--- src/rtl/local_store_loader.sv ---
`default_nettype none
// ============================================================================
// local_store_loader : packs an element stream into L-lane store words and
// writes WORDS of them per block load.  Optional macro LOADER_PAD_EN.
// Rev 1.0
// ============================================================================
`ifndef L
`define L 4
`endif
`ifndef WIDTH
`define WIDTH 8
`endif
`ifndef B
`define B 16
`endif
`ifndef ADDR_WIDTH
`define ADDR_WIDTH 4
`endif

module local_store_loader #(
  parameter int L     = `L,
  parameter int WIDTH = `WIDTH,
  parameter int WORDS = `B / `L,
  parameter int AW    = `ADDR_WIDTH
) (
  input  logic               clk,
  input  logic               reset_n,
  input  logic               start,
  input  logic               in_valid,
  input  logic [WIDTH-1:0]   in_data,
  output logic               in_ready,
  input  logic               flush,
  output logic               we,
  output logic [AW-1:0]      a_w,
  output logic [L*WIDTH-1:0] di,
  output logic               busy,
  output logic               done
);

  localparam logic [1:0] c_IDLE = 2'd0;
  localparam logic [1:0] c_LOAD = 2'd1;
  localparam logic [1:0] c_DONE = 2'd2;
  localparam int         c_LW   = (L > 1) ? $clog2(L) : 1;
  localparam int         c_DW   = L * WIDTH;
`ifdef LOADER_PAD_EN
  // Unfilled lanes read as all-ones (infinite distance) when a partial word is flushed.
  localparam logic [c_DW-1:0] c_FILL = '1;
`else
  localparam logic [c_DW-1:0] c_FILL = '0;
`endif

  logic [1:0]      state_q, state_d;
  logic [c_LW-1:0] lane_q, lane_d;
  logic [AW-1:0]   word_q, word_d;
  logic [c_DW-1:0] pack_q, pack_d;
  logic            we_q, we_d;
  logic [AW-1:0]   a_w_q, a_w_d;
  logic [c_DW-1:0] di_q, di_d;

  logic            w_accept;
  logic            w_last_lane;
  logic [c_DW-1:0] w_merged;

`ifndef LOADER_PAD_EN
  logic w_unused_flush;
  assign w_unused_flush = flush;
`endif

  assign w_accept    = (state_q == c_LOAD) && in_valid;
  assign w_last_lane = (lane_q == c_LW'(L - 1));

  always_comb begin
    w_merged = pack_q;
    for (int k = 0; k < L; k++) begin
      if (lane_q == c_LW'(k)) w_merged[k*WIDTH +: WIDTH] = in_data;
    end
  end

  always_comb begin
    state_d = state_q;
    lane_d  = lane_q;
    word_d  = word_q;
    pack_d  = pack_q;
    we_d    = 1'b0;
    a_w_d   = a_w_q;
    di_d    = di_q;
    case (state_q)
      c_IDLE: begin
        if (start) begin
          state_d = c_LOAD;
          lane_d  = '0;
          word_d  = '0;
          pack_d  = c_FILL;
        end
      end
      c_LOAD: begin
        if (w_accept) begin
          if (w_last_lane) begin
            we_d   = 1'b1;
            a_w_d  = word_q;
            di_d   = w_merged;
            word_d = word_q + AW'(1);
            lane_d = '0;
            pack_d = c_FILL;
            if (word_q == AW'(WORDS - 1)) state_d = c_DONE;
          end else begin
            lane_d = lane_q + c_LW'(1);
            pack_d = w_merged;
          end
        end
`ifdef LOADER_PAD_EN
        // An element arriving with flush is merged first; a word it completes is written normally.
        if (flush) begin
          state_d = c_DONE;
          if (!(w_accept && w_last_lane) && (w_accept || lane_q != '0)) begin
            we_d  = 1'b1;
            a_w_d = word_q;
            di_d  = w_accept ? w_merged : pack_q;
          end
        end
`endif
      end
      c_DONE:  state_d = c_IDLE;
      default: state_d = c_IDLE;
    endcase
  end

  always_ff @(posedge clk or negedge reset_n) begin
    if (!reset_n) begin
      state_q <= c_IDLE;
      lane_q  <= '0;
      word_q  <= '0;
      pack_q  <= c_FILL;
      we_q    <= 1'b0;
      a_w_q   <= '0;
      di_q    <= '0;
    end else begin
      state_q <= state_d;
      lane_q  <= lane_d;
      word_q  <= word_d;
      pack_q  <= pack_d;
      we_q    <= we_d;
      a_w_q   <= a_w_d;
      di_q    <= di_d;
    end
  end

  assign in_ready = (state_q == c_LOAD);
  assign busy     = (state_q == c_LOAD);
  assign done     = (state_q == c_DONE);
  assign we       = we_q;
  assign a_w      = a_w_q;
  assign di       = di_q;

endmodule

`default_nettype wire

--- config.mk ---
export PLATFORM = sky130hd
export DESIGN_NAME = local_store_loader
export DESIGN_NICKNAME = d
export VERILOG_FILES = /design/src/rtl/local_store_loader.sv
export SDC_FILE = /design/constraint.sdc
export NUM_CORES = 1
export LEC_CHECK = 0
export ABC_AREA = 1
export BUFFER_PORTS_ARGS = -buffer_cell sky130_fd_sc_hd__buf_2
export CAP_MARGIN = 30
export CORE_AREA = 2 2 82 84
export DETAILED_ROUTE_END_ITERATION = 8
export DIE_AREA = 0 0 84 86
export GPL_TIMING_DRIVEN = 0
export PLACE_DENSITY = 0.92
export SETUP_SLACK_MARGIN = 0.2
export SYNTH_ARGS = -nofsm -noshare
export SYNTH_HDL_FRONTEND = slang
export SYNTH_SLANG_ARGS = --single-unit
--- constraint.sdc ---
create_clock -name clk -period 3.05 [get_ports clk]
set_clock_uncertainty 0.15 [all_clocks]
set_input_delay 0 -clock clk [delete_from_list [all_inputs] [get_ports clk]]
set_output_delay 0 -clock clk [all_outputs]
set_load 0.005 [all_outputs]
==> metrics.txt, run 1 <==
input/output buffers 51; Post-synth top cells nand2_1, dfrtp_1, o21ai_0; clock sink count 77; P per Cell Area 988 nW/µm²; Crit Path Class register to register; worst path cell trace inv_1, ha_1, buf_2, o21ai_0, nor2_1, nand2_1, nand2_1; Placed Cells 566; clock-pin slew on the worst setup and hold paths 90 ps; largest net degree at the start of global routing 41; DRC errors left 0; cells after synthesis 437; CP startpoint kind register; max-cap violation count 0; CTS resizes 0; fill count 464; Post-synth ARST share 100%; CTS Buffer Depth 2; area of the multi-input gates 1520 µm²; area post-placement 4120 µm²; grt total ovfl 0; min cycle time layout 1900 ps; Crit path top cell by count nand2_1; Pre-antenna DRT Iters 5; pre-CTS setup slack 1210 ps; Die Area 7220 µm²; Max Slew Vio Count 0; #FFs+latches synth 77; Critical Path RT 3150 ps; Synth warnings 0; Finished Layout Cells 586; DR WL met2 4360 µm; Hold Vio Cnt, Final 0; clock root cell clkbuf_8; most numerous cell in the Yosys netlist nand2_1; postcts setup bufs 0; H-tree depth 3; P&R area growth vs syn 15.5%; Starting Density 59.7%; Setup-failing EPs final 0; Arrival @ worst endpoint 2000 ps; DRT iter0 DRCs 379; Highest Clock Rate 0.526 GHz; RD Place Congestion 0.804; initial antenna violation count 0; layout cells sized above 1 27.1%; status complete, no violations; met3 routed WL 539 µm; WL/cell 14.7 µm; detailed-route via count 3190; area share of the largest cell type after synthesis 51.5%; Crit-path slowest cell dfrtp_1; highest routed layer met4; CP Max Fanout 10; Reg area 1930 µm²; clock latency on the worst-skew pair 360 ps; RSZ-0062 raised after global routing no; first-pass GRT wire length 14400 µm; post-synthesis sequential area ratio 51.5%; CTS tree done; Crit path max-delay family flip-flops; Static Leak 2.29 nW; antenna-violating nets left 0; worst relative slew slack 66.7%; final WL 8620 µm; row cnt 29; cell area after synthesis 3740 µm²; measured slew at the worst slew-check pin 499 ps; vias per cell 5.44; post-synthesis cell type count 29; DRT met1 WL 3420 µm; Post-synth EDFFs 0; Final period util 62.3%; total CTS buffers 9; Die Y 86 µm; Nets 523; Core ar. 6280 µm²; buffer and inverter count on the worst path 2; VDD IR-drop max 0.574 mV; total inserted antenna cells 0; Post-synth top flop dfrtp_1; ranking of synthesized cells by area dfrtp_1, nand2_1, o21ai_2; die width 84 µm; CP endpoint kind register; Syn Nets 456; I/O pins 53; Worst Hold Class input pin to async pin; CP peak stage delay 450 ps; gr usage total 25.2%; Post-DP HPWL 5950 µm; Final TNS setup 0 ps; area leader, netlist dfrtp_1; vias in the first global route 3085; setup ws final 1150 ps; Avg Cell Area, Syn 8.57 µm²; final instance area 4330 µm²
==> path summary, 6_finish.rpt <==
path	startpoint	to	slack, ps	cells past startpoint
worst max-delay path	lane_q[0]$_DFFE_PN0P_	pack_q[23]$_DFFE_PN0P_	1150	7
max in group asynchronous	reset_n	di[21]$_DFFE_PN0P_	2170	3
min in group clk	in_data[0]	di[16]$_DFFE_PN0P_	40	5
worst max register to register	lane_q[0]$_DFFE_PN0P_	pack_q[23]$_DFFE_PN0P_	1150	7
worst min-delay path	reset_n	word_q[1]$_DFFE_PN0P_	10	2
worst min register to register	pack_q[1]$_DFFE_PN0P_	pack_q[1]$_DFFE_PN0P_	330	2
==> worst register-to-register path, delay by kind of cell, from the launching register on <==
family                     cells  cell delay (ps)
adders and majority gates      1              300
and+or+nand+nor                3              220
buffers and inverters          2              310
DFF                            1              450
AOI/OAI and AO/OA              1              380
==> registers in the layout, indices dropped and copies added, names as in the netlist <==
name	cells
lane_q	2
state_q	2
we	1
di	32
pack_q	32
a_w	4
word_q	4
==> final cells by class <==
type | count | share of cell area, %
sequential | 77 | 44.5
multi-input combinational | 311 | 35.2
timing repair buffer | 56 | 7.35
buffer | 23 | 4.37
clock buffer | 9 | 2.86
inverter | 26 | 2.43
tap | 77 | 2.23
clock inverter | 7 | 0.984
==> cells by family (layout without fill, tap and decap cells) <==
logic type	Yosys count	count (layout)	synth area share, %
AO/OA/AOI/OAI	78	78	14.4
flip-flops	77	77	51.5
AND/OR/NAND/NOR	227	227	24.3
adder cells (fa/ha/maj)	6	6	2.00
buffers and inverters	49	121	7.85
==> metal layers <==
| metal | global-route usage (%) | vias up |
|---|---|---|
| met5 | 0 | - |
| met4 | 13.2 | 0 |
| met3 | 3.85 | 29 |
| met2 | 42.8 | 146 |
| met1 | 31.6 | 1509 |
| li1 | - | 1506 |
==> report_power, final <==
group / internal, W / switching [W]
Clock: 0.000289 / 0.000389
Sequential: 0.00140 / 0.000220
Combinational: 0.000742 / 0.00123
Total: 0.00243 / 0.00184
==> metrics by stage <==
stage	hold WS [ps]	util, %	power, W
floorplan	-446	-	0.00296
global placement	180	65.3	0.00347
detailed placement	-152	65.6	0.00358
CTS	20.3	68.9	0.00426
global route	77.7	68.9	0.00458
finish	14.4	68.9	0.00427
==> cell usage in the layout, fill, tap and decap left out, types with 2 or more instances in the layout <==
cell type,n
clkbuf_8,9
nand2_4,2
nand4_1,2
o21ai_1,3
buf_2,59
dlygate4sd3_1,4
nor2_1,35
inv_1,22
inv_2,2
dfrtp_1,77
o21ai_0,36
buf_4,3
clkinv_2,4
ha_1,6
nand2_1,174
buf_6,11
o21ai_2,34
nand3_1,8
clkinvlp_4,3
==> timing repair <==
action | 4_1_cts | 5_1_grt
endpoints found under the hold margin | 85 | 0
setup endpoints to repair | 0 | 0
hold buffers | 4 | 0
No activity file was read; power rests on OpenSTA's default activity.
==> run 2: changes to the inputs <==
- CORE_AREA: 2 2 82 84 -> 2 2 85 87
- DIE_AREA: 0 0 84 86 -> 0 0 87 89
- PLACE_DENSITY: 0.92 -> 0.87
- clock period: 3.05 -> 1.9 ns (I/O delays scaled with it)
==> run 2 against run 1 <==
Compared with the run above:
- the run now ends with negative hold slack left
- clock-buffer cell count grew 1
- flip-flop and latch count is the same
- clock power grew 130%
- register-to-register slack lost 890 ps
- critical path depth shrank 1
- via count grew 0.19%
- worst hold slack lost 20 ps
- combinational power grew 70%
- critical path type unchanged
- highest routed layer unchanged
==> metrics.txt, run 2 (synthesis gave the netlist of run 1 again) <==
Core ar. 6720 µm²; Crit Path Class register to register; RD Place Congestion 0.838; CP Max Fanout 10; Highest Clock Rate 0.610 GHz; clock latency on the worst-skew pair 360 ps; min cycle time layout 1640 ps; detailed-route via count 3196; Max Slew Vio Count 0; vias in the first global route 3109; total inserted antenna cells 0; worst relative slew slack 56.4%; die width 87 µm; Nets 527; setup ws final 260 ps; Hold Vio Cnt, Final 8; measured slew at the worst slew-check pin 653 ps; Static Leak 2.37 nW; Post-DP HPWL 6040 µm; hold slack -5.76 ps; max-cap violation count 0; fill count 478; pre-CTS setup slack 97.2 ps; H-tree depth 3; gr usage total 24.3%; Critical Path RT 1980 ps; Worst R2R Path Depth 6; CP peak stage delay 450 ps; clock-pin slew on the worst setup and hold paths 90 ps; final WL 8880 µm; clock sink count 77; VDD IR-drop max 0.907 mV; Die Y 89 µm; P per Cell Area 1650 nW/µm²; input/output buffers 51; worst path cell trace ha_1, clkbuf_4, nand3_4, buf_6, nand2_1, o21ai_2; Setup-failing EPs final 0; grt total ovfl 0; CTS tree done; first-pass GRT wire length 14500 µm; layout cells sized above 1 29.8%; most common cell after layout, fill and taps aside nand2_1; most frequent cells in the layout nand2_1, dfrtp_1, buf_2; total CTS buffers 9; RSZ-0062 raised after global routing yes; Reg area 1930 µm²; Starting Density 55.7%; clock root cell clkbuf_8; Pre-antenna DRT Iters 5; Die Area 7740 µm²; postcts setup bufs 0; row cnt 30; failing checks negative hold slack; vias per cell 5.39; status complete, but fails checks; antenna-violating nets left 0; CP startpoint kind register; P&R area growth vs syn 21.6%; DRC errors left 0; initial antenna violation count 0; Arrival @ worst endpoint 1720 ps; DRT iter0 DRCs 261; largest net degree at the start of global routing 43; Final TNS setup 0 ps; I/O pins 53; area of the multi-input gates 1590 µm²; Worst Hold Class input pin to async pin; WL/cell 15.0 µm; CP endpoint kind register; Final period util 86.3%; Crit-path slowest cell dfrtp_2; CTS Buffer Depth 2
## run 2: worst paths after layout
check / startpoint / to / slack [ps]
setup / recovery: lane_q[0]$_DFFE_PN0P_ / di[4]$_DFFE_PN0P_ / 260
hold / removal: reset_n / di[10]$_DFFE_PN0P_ / -6
setup reg to reg: lane_q[0]$_DFFE_PN0P_ / di[4]$_DFFE_PN0P_ / 260
hold reg to reg: di[19]$_DFFE_PN0P_ / di[19]$_DFFE_PN0P_ / 330
max in group asynchronous: reset_n / di[14]$_DFFE_PN0P_ / 910
min in group clk: in_data[3] / di[27]$_DFFE_PN0P_ / 10
## run 2: metrics by stage
stage / utilization [%] / total power [W] / instances / area, µm²
after floorplan: - / 0.00476 / 437 / 3740
after global placement: 61.0 / 0.00559 / 568 / 4100
after detailed placement: 61.4 / 0.00575 / 569 / 4120
after CTS: 66.2 / 0.00733 / 591 / 4450
after global routing: 67.8 / 0.00802 / 593 / 4550
final: 67.8 / 0.00751 / 593 / 4550
## run 2: layout make-up
class	count	share of cell area [%]
tap	80	2.20
inverter	26	2.31
multi-input combinational	311	34.9
clock inverter	6	2.42
buffer	23	4.67
timing repair buffer	60	8.13
sequential	77	42.4
clock buffer	10	3.02
## run 2: layer usage
| layer | share of wire, % | wire length, µm | vias to the layer above | GRT usage, % |
|---|---|---|---|---|
| li1 | - | - | 1518 | - |
| met1 | 42 | 3690 | 1543 | 30.1 |
| met2 | 50 | 4430 | 111 | 40.2 |
| met3 | 5.9 | 525 | 24 | 6.65 |
| met4 | 2.7 | 236 | 0 | 10.2 |
| met5 | 0 | 0 | - | 0 |
## run 2: repair_timing
action / CTS / global route
endpoints found under the hold margin: 87 / 24
pin swaps: 0 / 0
endpoints found under the setup margin: 34 / 54
resized for setup: 12 / 41
hold buffers: 6 / 2
## run 2: power by group
part           internal (W)  switching, W  leakage (nW)
logic               0.00132       0.00202          1.23
clock network      0.000906      0.000624         0.119
registers           0.00225      0.000389          1.02
total               0.00448       0.00303          2.37
## run 2: critical path, delay by kind of cell (launching register included)
family                     cells  cell delay [ps]
buffers and inverters          2              400
and+or+nand+nor                2              290
adders and majority gates      1              170
DFF                            1              450
AOI/OAI and AO/OA              1               50
